--- src/rtl/mem_dma_pkg.sv ---
// rtl/mem_dma_pkg.sv - shared types and constants for the block copy/fill engine
package mem_dma_pkg;

   typedef enum logic [1:0] {
      ST_IDLE  = 2'd0,
      ST_READ  = 2'd1,
      ST_WRITE = 2'd2,
      ST_DONE  = 2'd3
   } state_e;

   localparam logic MODE_COPY = 1'b0;
   localparam logic MODE_FILL = 1'b1;

   localparam logic [31:0] WORD_BYTES = 32'd4;

endpackage

--- src/rtl/dma_addr_gen.sv ---
// rtl/dma_addr_gen.sv - loadable byte pointer that steps one word up or down
module dma_addr_gen
   import mem_dma_pkg::*;
(
   input  logic        clk,
   input  logic        rst_n,
   input  logic        load,
   input  logic [31:0] load_addr,
   input  logic        load_desc,
   input  logic        step,
   output logic [31:0] next_ptr
);

   logic [31:0] ptr_q, ptr_d;
   logic        desc_q, desc_d;

   // Direction is latched with the start address and holds for the whole transfer.
   always_comb begin
      ptr_d  = ptr_q;
      desc_d = desc_q;
      if (load) begin
         ptr_d  = load_addr;
         desc_d = load_desc;
      end else if (step) begin
         ptr_d = desc_q ? (ptr_q - WORD_BYTES) : (ptr_q + WORD_BYTES);
      end
   end

   always_ff @(posedge clk) begin
      if (!rst_n) begin
         ptr_q  <= '0;
         desc_q <= 1'b0;
      end else begin
         ptr_q  <= ptr_d;
         desc_q <= desc_d;
      end
   end

   assign next_ptr = ptr_d;

endmodule

--- src/rtl/mem_dma.sv ---
// rtl/mem_dma.sv - memory-port initiator for word block copy (memmove) and fill
module mem_dma
   import mem_dma_pkg::*;
#(
   parameter int MEM_BYTES = 2048,
   parameter int LEN_W     = 10
) (
   input  logic             clk,
   input  logic             rst_n,
   input  logic             start,
   input  logic             mode,
   input  logic [31:0]      src_addr,
   input  logic [31:0]      dst_addr,
   input  logic [LEN_W-1:0] len_words,
   input  logic [31:0]      fill_value,
   output logic             busy,
   output logic             done,
   output logic             err,
   output logic [LEN_W-1:0] words_done,
   output logic             mem_write_enable,
   output logic [31:0]      mem_address,
   output logic [31:0]      mem_write_data,
   input  logic [31:0]      mem_read_data
);

   state_e           state_q, state_d;
   logic             busy_q, busy_d, done_q, done_d, err_q, err_d, we_q, we_d;
   logic [LEN_W-1:0] wd_q, wd_d, len_q, len_d;
   logic [31:0]      addr_q, addr_d, wdata_q, wdata_d, fill_q, fill_d;
   logic             mode_q, mode_d;

   logic             src_load, dst_load, src_step, dst_step;
   logic [31:0]      src_next, dst_next;

   // End-address arithmetic is 33 bits wide so a huge base cannot wrap past the limit.
   logic [32:0] span, src_end, dst_end, limit;
   logic [31:0] last_ofs, src_start, dst_start;
   logic        reject, desc;

   always_comb begin
      span      = 33'({len_words, 2'b00});
      src_end   = {1'b0, src_addr} + span;
      dst_end   = {1'b0, dst_addr} + span;
      limit     = 33'(MEM_BYTES);
      last_ofs  = 32'({len_words, 2'b00}) - WORD_BYTES;
      reject    = (len_words == '0) || (dst_addr[1:0] != 2'b00) || (dst_end > limit) ||
                  ((mode == MODE_COPY) && ((src_addr[1:0] != 2'b00) || (src_end > limit)));
      desc      = (mode == MODE_COPY) && (dst_addr > src_addr) && ({1'b0, dst_addr} < src_end);
      src_start = desc ? (src_addr + last_ofs) : src_addr;
      dst_start = desc ? (dst_addr + last_ofs) : dst_addr;
   end

   dma_addr_gen u_src (
      .clk       (clk),
      .rst_n     (rst_n),
      .load      (src_load),
      .load_addr (src_start),
      .load_desc (desc),
      .step      (src_step),
      .next_ptr  (src_next)
   );

   dma_addr_gen u_dst (
      .clk       (clk),
      .rst_n     (rst_n),
      .load      (dst_load),
      .load_addr (dst_start),
      .load_desc (desc),
      .step      (dst_step),
      .next_ptr  (dst_next)
   );

   always_comb begin
      state_d  = state_q;
      err_d    = err_q;
      wd_d     = wd_q;
      len_d    = len_q;
      mode_d   = mode_q;
      fill_d   = fill_q;
      src_load = 1'b0;
      dst_load = 1'b0;
      src_step = 1'b0;
      dst_step = 1'b0;
      case (state_q)
         ST_IDLE: begin
            if (start) begin
               mode_d = mode;
               len_d  = len_words;
               fill_d = fill_value;
               wd_d   = '0;
               err_d  = reject;
               if (reject) begin
                  state_d = ST_DONE;
               end else begin
                  src_load = (mode == MODE_COPY);
                  dst_load = 1'b1;
                  state_d  = (mode == MODE_FILL) ? ST_WRITE : ST_READ;
               end
            end
         end
         ST_READ: begin
            src_step = 1'b1;
            state_d  = ST_WRITE;
         end
         ST_WRITE: begin
            dst_step = 1'b1;
            wd_d     = wd_q + 1'b1;
            if (wd_d == len_q)
               state_d = ST_DONE;
            else if (mode_q == MODE_COPY)
               state_d = ST_READ;
         end
         default: state_d = ST_IDLE;
      endcase

      // Outputs are decoded from the next state so every port comes straight from a flop.
      busy_d  = (state_d == ST_READ) || (state_d == ST_WRITE);
      done_d  = (state_d == ST_DONE);
      we_d    = (state_d == ST_WRITE);
      addr_d  = '0;
      wdata_d = '0;
      if (state_d == ST_READ) begin
         addr_d = src_next;
      end else if (state_d == ST_WRITE) begin
         addr_d  = dst_next;
         wdata_d = (mode_d == MODE_FILL) ? fill_d : mem_read_data;
      end
   end

   always_ff @(posedge clk) begin
      if (!rst_n) begin
         state_q <= ST_IDLE;
         busy_q  <= 1'b0;
         done_q  <= 1'b0;
         err_q   <= 1'b0;
         we_q    <= 1'b0;
         wd_q    <= '0;
         len_q   <= '0;
         addr_q  <= '0;
         wdata_q <= '0;
         fill_q  <= '0;
         mode_q  <= MODE_COPY;
      end else begin
         state_q <= state_d;
         busy_q  <= busy_d;
         done_q  <= done_d;
         err_q   <= err_d;
         we_q    <= we_d;
         wd_q    <= wd_d;
         len_q   <= len_d;
         addr_q  <= addr_d;
         wdata_q <= wdata_d;
         fill_q  <= fill_d;
         mode_q  <= mode_d;
      end
   end

   assign busy             = busy_q;
   assign done             = done_q;
   assign err              = err_q;
   assign words_done       = wd_q;
   assign mem_address      = addr_q;
   assign mem_write_data   = wdata_q;
   // A reset edge landing on a WRITE cycle must not commit that word.
   assign mem_write_enable = we_q & rst_n;

endmodule

--- config.mk ---
export PLATFORM = sky130hd
export DESIGN_NAME = mem_dma
export DESIGN_NICKNAME = d
export VERILOG_FILES = /design/src/rtl/mem_dma_pkg.sv /design/src/rtl/dma_addr_gen.sv /design/src/rtl/mem_dma.sv
export SDC_FILE = /design/constraint.sdc
export NUM_CORES = 1
export LEC_CHECK = 0
export ABC_AREA = 1
export CAP_MARGIN = 0
export CORE_UTILIZATION = 34
export DETAILED_ROUTE_END_ITERATION = 12
export HOLD_SLACK_MARGIN = 0.02
export PLACE_DENSITY = 0.58
export SLEW_MARGIN = 10
export SYNTH_ARGS = -nofsm -noshare
export SYNTH_HDL_FRONTEND = slang
export SYNTH_SLANG_ARGS = --single-unit
--- constraint.sdc ---
create_clock -name clk -period 4.7 [get_ports clk]
set_input_delay 1.175 -clock clk [delete_from_list [all_inputs] [get_ports clk]]
set_output_delay 1.175 -clock clk [all_outputs]
set_load 0.03 [all_outputs]
==> results.py, run 1 <==
metrics = {
    "clocking": {
        "clkLatencyLatePin_ps": 470,
        "numCtsBuffers": 17,
        "clockBufferDepth": 2,
        "cts_max_level": 4,
        "cts_tree": "done",
        "cts_sinks": 189,
        "root_buffer": "clkbuf_16",
        "clk_transition_reported_paths_ps": 70,
    },
    "yosys": {
        "synth.cell_area_sq_mm": 0.0189,
        "synthDistinctLibCells": 56,
        "syn-num-nets": 3400,
        "yosysSeqAreaShare_pct": 20.0,
        "postSynth.topFlopCell": "dfxtp_1",
        "synth_warnings": 0,
        "syn_inst": 3054,
        "syn_avg_cell_area_sq_um": 6.19,
        "yosys_register_bits": 189,
        "async_reset_ff_share_pct": 0,
        "synth_edf_count": 0,
    },
    "global_route": {
        "grt_max_degree": 49,
        "grtUsageTotal_pct": 25.7,
        "antenna_found_initial": 0,
        "grt_pass1_wl_microns": 114000,
        "overflow": 0,
        "first_global_vias": 20800,
    },
    "worst_setup_path": {
        "cp_slowest_cell": "nor3_2",
        "cp_data_required_time_ps": 5060,
        "critical_path.top_delay_family": "buffers and inverters",
        "worstPathCellList": "dlymetal6s2s_1 -> buf_4 -> inv_1 -> ha_1 -> nand3_1 -> nor3_2 -> nand3_2 -> inv_4 -> buf_4 -> ha_1 -> a21oi_1 -> o21ai_0 -> buf_4 -> a21oi_1 -> o2111a_1 -> o21ai_0 -> xnor2_1 -> o21ai_1 -> buf_4 -> nand2_1 -> nand2_1 -> nand2_1 -> nand2_1",
        "worst_path_largest_cell_delay_ps": 280,
        "cp_max_fo": 4,
        "criticalPathCategory": "input pin to register",
        "critPathBufInv": 7,
        "setup.worst_path.start_class": "input pin",
        "worst-endpoint-arrival_ps": 4860,
        "end_kind": "register",
    },
    "timing": {
        "worstMarginPinSlew_ps": 848,
        "fin_skew_ps": 11.5,
        "fin_tns_setup_ps": 0,
        "layout_min_cycle_time_ps": 4500,
        "min_period_over_period_pct": 95.7,
        "fmax_mhz": 222,
        "finalMaxSlewViolations": 0,
        "finalHoldViolCount": 0,
        "max-slew-margin-rel_pct": 43.5,
        "finalSetupViolCount": 0,
    },
    "route": {
        "detail-route-antenna-nets": 0,
        "drtIter0Drc": 1497,
        "num_vias": 22000,
        "first_pass_iters": 6,
        "routedWlPerCell_microns": 16.3,
        "drt_wl_total_microns": 73300,
        "via_per_inst": 4.91,
        "drc_errors": 0,
    },
    "power": {
        "p_per_area_mw_per_mm2": 200,
        "leakage_nw": 13.6,
        "ir_drop_v": 0.000173,
    },
    "layout": {
        "drive_gt1_share_pct": 18.9,
        "final_cell_mix": "nand2_1 (828), buf_4 (481), inv_1 (319)",
        "fin_nets": 4071,
        "fill_cells": 5704,
        "final_common_cell": "nand2_1",
        "diodes": 0,
        "area_delta_synth_final_pct": 41.4,
        "postLayoutCoreUtil_pct": 48.6,
    },
    "placement": {
        "dp_hpwl_microns": 61600,
        "port_buffers": 219,
        "place_congestion": 0.975,
    },
    "outcome": {
        "run_status": "completed",
    },
    "floorplan": {
        "die-height_microns": 238,
        "core_sq_mm": 0.0550,
        "die_w_microns": 238,
        "std_cell_rows": 86,
        "start_util_pct": 34.4,
        "io_pins": 220,
        "floorplan.die_area_sq_mm": 0.0566,
    },
    "run": {
        "max_cap_viol_count": 0,
    },
    "min_path": {
        "hp-class": "register to register",
    },
}
[final cells by class]
cell class              count  area [sq um]  area share [%]
flip-flops and latches    189          3780            14.1
inverters                 332          1260            4.70
well taps                 748           936            3.50
clock buffers              20           447            1.67
repair buffers            723          6260            23.4
clock inverters            12           159           0.594
multi-input cells        2462         13900            52.0
[synthesized netlist by cell type (6+ instances only)]
master,number,area share (%)
xnor2_1,41,1.9
nand3b_1,10,0.40
a21oi_1,238,6.3
and2_1,27,0.89
buf_2,15,0.40
nor4_1,7,0.23
xor2_1,53,2.5
mux2i_1,34,1.8
nor3_1,45,1.2
nor2_1,310,6.2
or2_2,28,0.93
nor2_2,33,1.1
nand4_1,53,1.8
a31oi_1,7,0.23
dfxtp_1,189,20
nand2_2,9,0.30
inv_2,10,0.20
a21boi_0,6,0.24
o21a_1,10,0.40
nor3b_1,6,0.24
ha_1,198,13
o21ai_0,219,5.8
buf_6,7,0.42
nand2_1,836,17
a21o_1,15,0.60
fa_1,6,0.64
nand3_1,214,5.7
o21bai_1,10,0.40
clkbuf_1,40,0.79
o211ai_1,6,0.24
inv_1,321,6.4
[routing by layer]
metal | GRT usage (%) | vias to the layer above | wire [microns]
met5 | 0 | - | 0
met4 | 9.19 | 0 | 2430
met3 | 2.31 | 114 | 3340
met2 | 42.5 | 514 | 33500
met1 | 34.7 | 9960 | 34000
li1 | - | 11400 | -
[cells by family after synthesis]
family / count (synthesis) / synth area share (%)
adder cells (fa/ha/maj): 204 / 13.7
AND/OR/NAND/NOR: 1590 / 36.1
AO/OA/AOI/OAI: 540 / 15.5
flip-flops: 189 / 20.0
buffers and inverters: 403 / 8.47
multiplexers: 34 / 1.80
XOR/XNOR: 94 / 4.35
[tightest hold or removal path, stage by stage, from the launching register on]
cell and delay (ps):
dfxtp_1 300, nand2_1 50, nor2_1 40
[power by group]
part | total (W) | internal, W | switching, W
clock | 0.00154 | 0.000857 | 0.000684
sequential | 0.00173 | 0.00169 | 0.0000374
combinational | 0.00209 | 0.000918 | 0.00117
[sequential cells by signal (all words and copies together), names as in the netlist]
register        count
mem_write_data     32
u_src.desc_q        1
words_done         10
mem_address        32
u_dst.desc_q        1
u_dst.ptr_q        32
we_q                1
fill_q             32
mode_q              1
busy                1
done                1
state_q             2
u_src.ptr_q        32
err                 1
len_q              10
[what timing repair did]
item / in CTS / in global routing
gates resized for setup: 76 / 72
pin swaps: 11 / 27
hold buffers: 0 / 0
setup buffers: 7 / 1
setup endpoints to repair: 80 / 126
cloned: 2 / 1
[through the flow]
step	setup slack, ps	hold slack (ps)	area (sq um)	power [W]	cells
after floorplan	111	415	18900	0.00279	3054
after global placement	-952	420	25600	0.00376	4443
after detailed placement	-983	424	25600	0.00376	4443
after CTS	7.84	434	26500	0.00535	4484
after global routing	-42.2	454	26700	0.00564	4486
final	201	435	26700	0.00535	4486
[path summary, 6_finish.rpt]
| path | startpoint | end | slack, ps | cells after the start |
|---|---|---|---|---|
| worst max-delay path | len_words[1] | mem_address[30] | 200 | 23 |
| worst min-delay path | u_dst.ptr_q[1] | u_dst.ptr_q[1] | 430 | 2 |
| worst max register to register | u_dst.desc_q | mem_address[26] | 990 | 17 |
| worst min register to register | u_dst.ptr_q[1] | u_dst.ptr_q[1] | 430 | 2 |
Note: power is estimated with default switching activity, not from simulation.
==> run 2, diff against run 1 <==
--- a/config.mk
+++ b/config.mk
@@ -14,4 +14,5 @@
 export SLEW_MARGIN = 10
 export SYNTH_ARGS = -nofsm -noshare
 export SYNTH_HDL_FRONTEND = slang
+export SYNTH_HIERARCHICAL = 1
 export SYNTH_SLANG_ARGS = --single-unit
==> results.py, run 2 <==
metrics = {
    "worst_setup_path": {
        "reg2reg_slack_ps": 1340,
        "criticalPathCategory": "input pin to register",
        "worst-endpoint-arrival_ps": 4960,
        "cp_slowest_cell": "clkdlybuf4s50_1",
        "critPathBufInv": 8,
        "end_kind": "register",
        "cp_max_fo": 6,
        "worst_path_largest_cell_delay_ps": 480,
        "critical_path.top_delay_family": "simple AND/OR/NAND/NOR gates",
        "cp_data_required_time_ps": 5040,
        "crit_path_frequent_cell": "nand2_1",
        "setup.worst_path.start_class": "input pin",
    },
    "global_route": {
        "grt_pass1_wl_microns": 120000,
        "antenna_found_initial": 2,
        "overflow": 0,
        "first_global_vias": 22400,
        "grtUsageTotal_pct": 25.6,
        "grt_max_degree": 54,
    },
    "yosys": {
        "syn_avg_cell_area_sq_um": 6.03,
        "synth_most_common_cell": "nand2_1",
        "synth_warnings": 6,
        "syn-num-nets": 3709,
        "synth_edf_count": 0,
        "syn_inst": 3359,
        "async_reset_ff_share_pct": 0,
        "synthDistinctLibCells": 56,
        "postSynth.topFlopCell": "dfxtp_1",
        "yosys_register_bits": 189,
        "synth_top_area_share_pct": 19.7,
        "synthTopCellsByCount": "nand2_1 (1060), inv_1 (415), nor2_1 (321), a21oi_1 (293), ha_1 (202)",
        "synthTopCellsByArea": "nand2_1 (20%), dfxtp_1 (19%), ha_1 (12%)",
        "yosysTopAreaCell": "nand2_1",
        "synth.cell_area_sq_mm": 0.0202,
        "yosysSeqAreaShare_pct": 18.7,
    },
    "layout": {
        "drive_gt1_share_pct": 20.3,
        "fin_nets": 4400,
        "final_common_cell": "nand2_1",
        "diodes": 0,
        "instances_no_fill": 4836,
        "area_delta_synth_final_pct": 41.6,
        "final_cell_mix": "nand2_1 (1028), buf_4 (502), inv_1 (412)",
        "fill_cells": 6158,
    },
    "floorplan": {
        "core_sq_mm": 0.0589,
        "start_util_pct": 34.4,
        "die-height_microns": 246,
        "die_w_microns": 246,
        "std_cell_rows": 89,
        "floorplan.die_area_sq_mm": 0.0605,
        "io_pins": 220,
    },
    "timing": {
        "fin_skew_ps": 22.5,
        "max-slew-margin-rel_pct": 22.8,
        "layout_min_cycle_time_ps": 4620,
        "finalSetupViolCount": 0,
        "finalWorstSetupSlack_ps": 75.9,
        "min_period_over_period_pct": 98.4,
        "finalMaxSlewViolations": 0,
        "worstMarginPinSlew_ps": 1160,
        "fin_tns_setup_ps": 0,
        "hold_ws_ps": 481,
        "fmax_mhz": 216,
        "finalHoldViolCount": 0,
    },
    "clocking": {
        "clkLatencyLatePin_ps": 490,
        "cts_max_level": 4,
        "cts_sinks": 189,
        "root_buffer": "clkbuf_16",
        "clk_transition_reported_paths_ps": 80,
        "cts_tree": "done",
        "clockBufferDepth": 2,
        "numCtsBuffers": 17,
    },
    "placement": {
        "dp_hpwl_microns": 64900,
        "pre_cts_ws_ps": -763,
        "place_congestion": 0.975,
        "port_buffers": 219,
        "place_inst": 4777,
    },
    "route": {
        "drc_errors": 0,
        "num_vias": 23600,
        "drt_wl_total_microns": 78700,
        "via_per_inst": 4.88,
        "routedWlPerCell_microns": 16.3,
        "detail-route-antenna-nets": 0,
        "drtIter0Drc": 1662,
        "first_pass_iters": 5,
    },
    "outcome": {
        "run_status": "completed",
    },
    "run": {
        "max_cap_viol_count": 0,
    },
    "power": {
        "leakage_nw": 14.9,
        "power_w": 0.00582,
        "ir_drop_v": 0.000343,
        "p_per_area_mw_per_mm2": 203,
    },
    "min_path": {
        "hp-class": "register to register",
    },
}
[run 2: worst paths after layout]
kind | startpoint | end | depth (start not counted)
worst max-delay path | dst_addr[4] | mem_address[10] | 27
worst min-delay path | len_q[9] | len_q[9] | 2
worst max register to register | words_done[0] | mem_address[10] | 21
worst min register to register | len_q[9] | len_q[9] | 2
[run 2: through the flow]
| stage | cell area, sq um | utilization (%) |
|---|---|---|
| global route | 28700 | 48.6 |
| CTS | 28100 | 47.6 |
| finish | 28700 | 48.6 |
| global placement | 27000 | 45.9 |
| floorplan | 20200 | - |
| detailed placement | 27000 | 45.9 |
[run 2: per-layer routing]
metal	track usage (%)	part of all wire (%)	up-vias
li1	-	-	12200
met1	33.1	45	10700
met2	43.8	47	547
met3	3.01	4.6	124
met4	8.51	3.1	4
met5	0	0.027	-
[run 2: cell type report]
class	instances	area (sq um)	share of cell area (%)
clock buffer	18	439	1.53
clock inverter	14	166	0.581
inverter	433	1630	5.69
multi-input combinational	2658	15100	52.6
sequential	189	3780	13.2
tap	773	967	3.37
timing repair buffer	751	6590	23.0
[run 2: cell families (layout without fill, tap and decap cells)]
family	after synthesis	count (layout)	synth area share [%]
compound gates	554	554	15.4
xor+xnor	116	116	5.02
fa+ha+maj	208	208	13.1
buf+inv	512	1216	9.94
flops	189	189	18.7
mux	32	32	1.58
simple gates	1748	1748	36.3
[run 2: timing repair]
item,in CTS,in global routing
gates resized for setup,70,139
setup endpoints to repair,101,127
pin swaps,19,37
hold buffers,0,0
cloned,3,4
buffers inserted,10,13
[run 2: tightest hold or removal path, delay by kind of cell, from the launching register on]
| family | cells | cell delay, ps |
|---|---|---|
| buf+inv | 1 | 70 |
| flops | 1 | 320 |
| compound gates | 1 | 60 |
[run 2: report_power, final]
part | internal, W | total (W) | switching (W) | leakage [nW]
Combinational | 0.00111 | 0.00248 | 0.00137 | 13.0
Clock | 0.000732 | 0.00151 | 0.000782 | 0.292
Sequential | 0.00174 | 0.00182 | 0.0000852 | 1.54
==> run 3, diff against run 2 <==
--- a/config.mk
+++ b/config.mk
@@ -11,6 +11,7 @@
 export DETAILED_ROUTE_END_ITERATION = 12
 export HOLD_SLACK_MARGIN = 0.02
 export PLACE_DENSITY = 0.58
+export SETUP_SLACK_MARGIN = 0.2
 export SLEW_MARGIN = 10
 export SYNTH_ARGS = -nofsm -noshare
 export SYNTH_HDL_FRONTEND = slang
==> results.py, run 3 (synthesized netlist as in run 2, its figures left out) <==
metrics = {
    "layout": {
        "diodes": 0,
        "postLayoutCoreUtil_pct": 48.9,
        "area_delta_synth_final_pct": 42.2,
        "drive_gt1_share_pct": 21.9,
        "final_cell_mix": "nand2_1 (1000), buf_4 (470), inv_1 (404)",
        "fill_cells": 6036,
        "final_common_cell": "nand2_1",
        "fin_nets": 4376,
    },
    "placement": {
        "port_buffers": 219,
        "place_congestion": 0.952,
        "dp_hpwl_microns": 66200,
    },
    "power": {
        "switchingPower_w": 0.00223,
        "swShare_pct": 38.2,
        "combPwrFrac_pct": 42.7,
        "leakage_nw": 14.8,
        "p_int_w": 0.00360,
        "power_frac_clock_pct": 25.9,
        "p_per_area_mw_per_mm2": 203,
        "power_w": 0.00583,
        "ir_drop_v": 0.000296,
        "pwr-share-seq_pct": 31.3,
    },
    "clocking": {
        "clkLatencyLatePin_ps": 480,
        "root_buffer": "clkbuf_16",
        "cts_sinks": 189,
        "cts_max_level": 4,
        "clockBufferDepth": 2,
        "numCtsBuffers": 17,
        "clk_transition_reported_paths_ps": 70,
        "cts_tree": "done",
    },
    "worst_setup_path": {
        "worst-endpoint-arrival_ps": 4740,
        "end_kind": "register",
        "setup.worst_path.start_class": "input pin",
        "criticalPathCategory": "input pin to register",
        "cp_max_fo": 6,
        "cp_data_required_time_ps": 5090,
    },
    "route": {
        "detail-route-antenna-nets": 0,
        "drt_wl_total_microns": 80000,
        "num_vias": 23600,
        "drtIter0Drc": 1344,
        "via_per_inst": 4.90,
        "drc_errors": 0,
        "first_pass_iters": 5,
        "routedWlPerCell_microns": 16.6,
    },
    "floorplan": {
        "die-height_microns": 246,
        "start_util_pct": 34.4,
        "die_w_microns": 246,
        "core_sq_mm": 0.0589,
        "io_pins": 220,
        "std_cell_rows": 89,
        "floorplan.die_area_sq_mm": 0.0605,
    },
    "timing": {
        "fmax_mhz": 230,
        "rsz0062_at_grt": "true",
        "finalSetupViolCount": 0,
        "max-slew-margin-rel_pct": 21.4,
        "min_period_over_period_pct": 92.6,
        "fin_skew_ps": 15.7,
        "hold_ws_ps": 479,
        "finalMaxSlewViolations": 0,
        "finalHoldViolCount": 0,
        "layout_min_cycle_time_ps": 4350,
        "worstMarginPinSlew_ps": 1180,
    },
    "global_route": {
        "grt_pass1_wl_microns": 121000,
        "grt_max_degree": 53,
        "overflow": 0,
        "grtUsageTotal_pct": 25.9,
        "antenna_found_initial": 1,
        "first_global_vias": 22200,
    },
    "outcome": {
        "run_status": "completed",
    },
    "min_path": {
        "hp-class": "register to register",
    },
    "run": {
        "max_cap_viol_count": 0,
    },
}
[run 3: final cells by class]
class | instances | area [sq um] | area share [%]
clock buffer | 18 | 429 | 1.49
tap | 773 | 967 | 3.36
timing repair buffer | 726 | 6350 | 22.1
sequential | 189 | 3780 | 13.1
inverter | 433 | 1640 | 5.70
clock inverter | 14 | 165 | 0.574
multi-input combinational | 2659 | 15400 | 53.6
[run 3: per-layer routing]
metal  track usage, %  vias to the layer above  routed length [microns]
met2             44.0                      522                    38000
met4             7.12                        2                     2030
met3             2.88                      113                     3300
met1             34.2                    10700                    36600
li1                 -                    12200                        -
met5                0                        -                       13
[run 3: worst paths after layout]
check                                   start              end  slack (ps)  depth (start not counted)
worst max-delay path             len_words[8]  u_dst/ptr_q[11]         350                         27
worst min-delay path                 len_q[9]         len_q[9]         480                          2
worst max register to register  words_done[0]   mem_address[1]        1460                         21
worst min register to register       len_q[9]         len_q[9]         480                          2
[run 3: through the flow]
step | cells | area [sq um] | TNS (ps) | setup slack [ps]
floorplan | 3359 | 20200 | 0 | 222
global placement | 4744 | 26800 | -76400 | -850
detailed placement | 4744 | 26800 | -85410 | -895
CTS | 4792 | 27900 | 0 | 211
global route | 4812 | 28800 | 0 | 167
finish | 4812 | 28800 | 0 | 346
[run 3: worst max-delay path, cell delays in order]
cell and delay [ps]:
clkbuf_2 120, ha_4 270, buf_4 140, nand2_2 90
buf_4 120, inv_2 30, a21oi_4 140, nand3_4 150
buf_4 170, nand2_1 50, nand2_1 60, nand2_2 100
ha_4 210, a21oi_2 120, o21a_1 130, o221ai_1 110
nand2_1 100, o2111ai_2 120, nor2_2 180, buf_4 130
buf_4 100, nand3_2 110, buf_4 180, o21ai_1 210
nand2_2 130, buf_4 150, a21oi_1 120
[run 3: what timing repair did]
| item | 4_1_cts | 5_1_grt |
|---|---|---|
| hold buffers | 0 | 0 |
| pin swaps | 17 | 65 |
| setup buffers | 13 | 16 |
| setup endpoints to repair | 130 | 127 |
| cloned | 3 | 4 |
| gates resized for setup | 121 | 235 |
[run 3: power groups by stage]
stage | clock network (W) | registers [W] | logic [W]
floorplan | 0 | 0.00192 | 0.00116
detailed placement | 0 | 0.00186 | 0.00226
finish | 0.00151 | 0.00183 | 0.00249
CTS | 0.00155 | 0.00183 | 0.00235
global placement | 0 | 0.00186 | 0.00225
global route | 0.00161 | 0.00184 | 0.00273
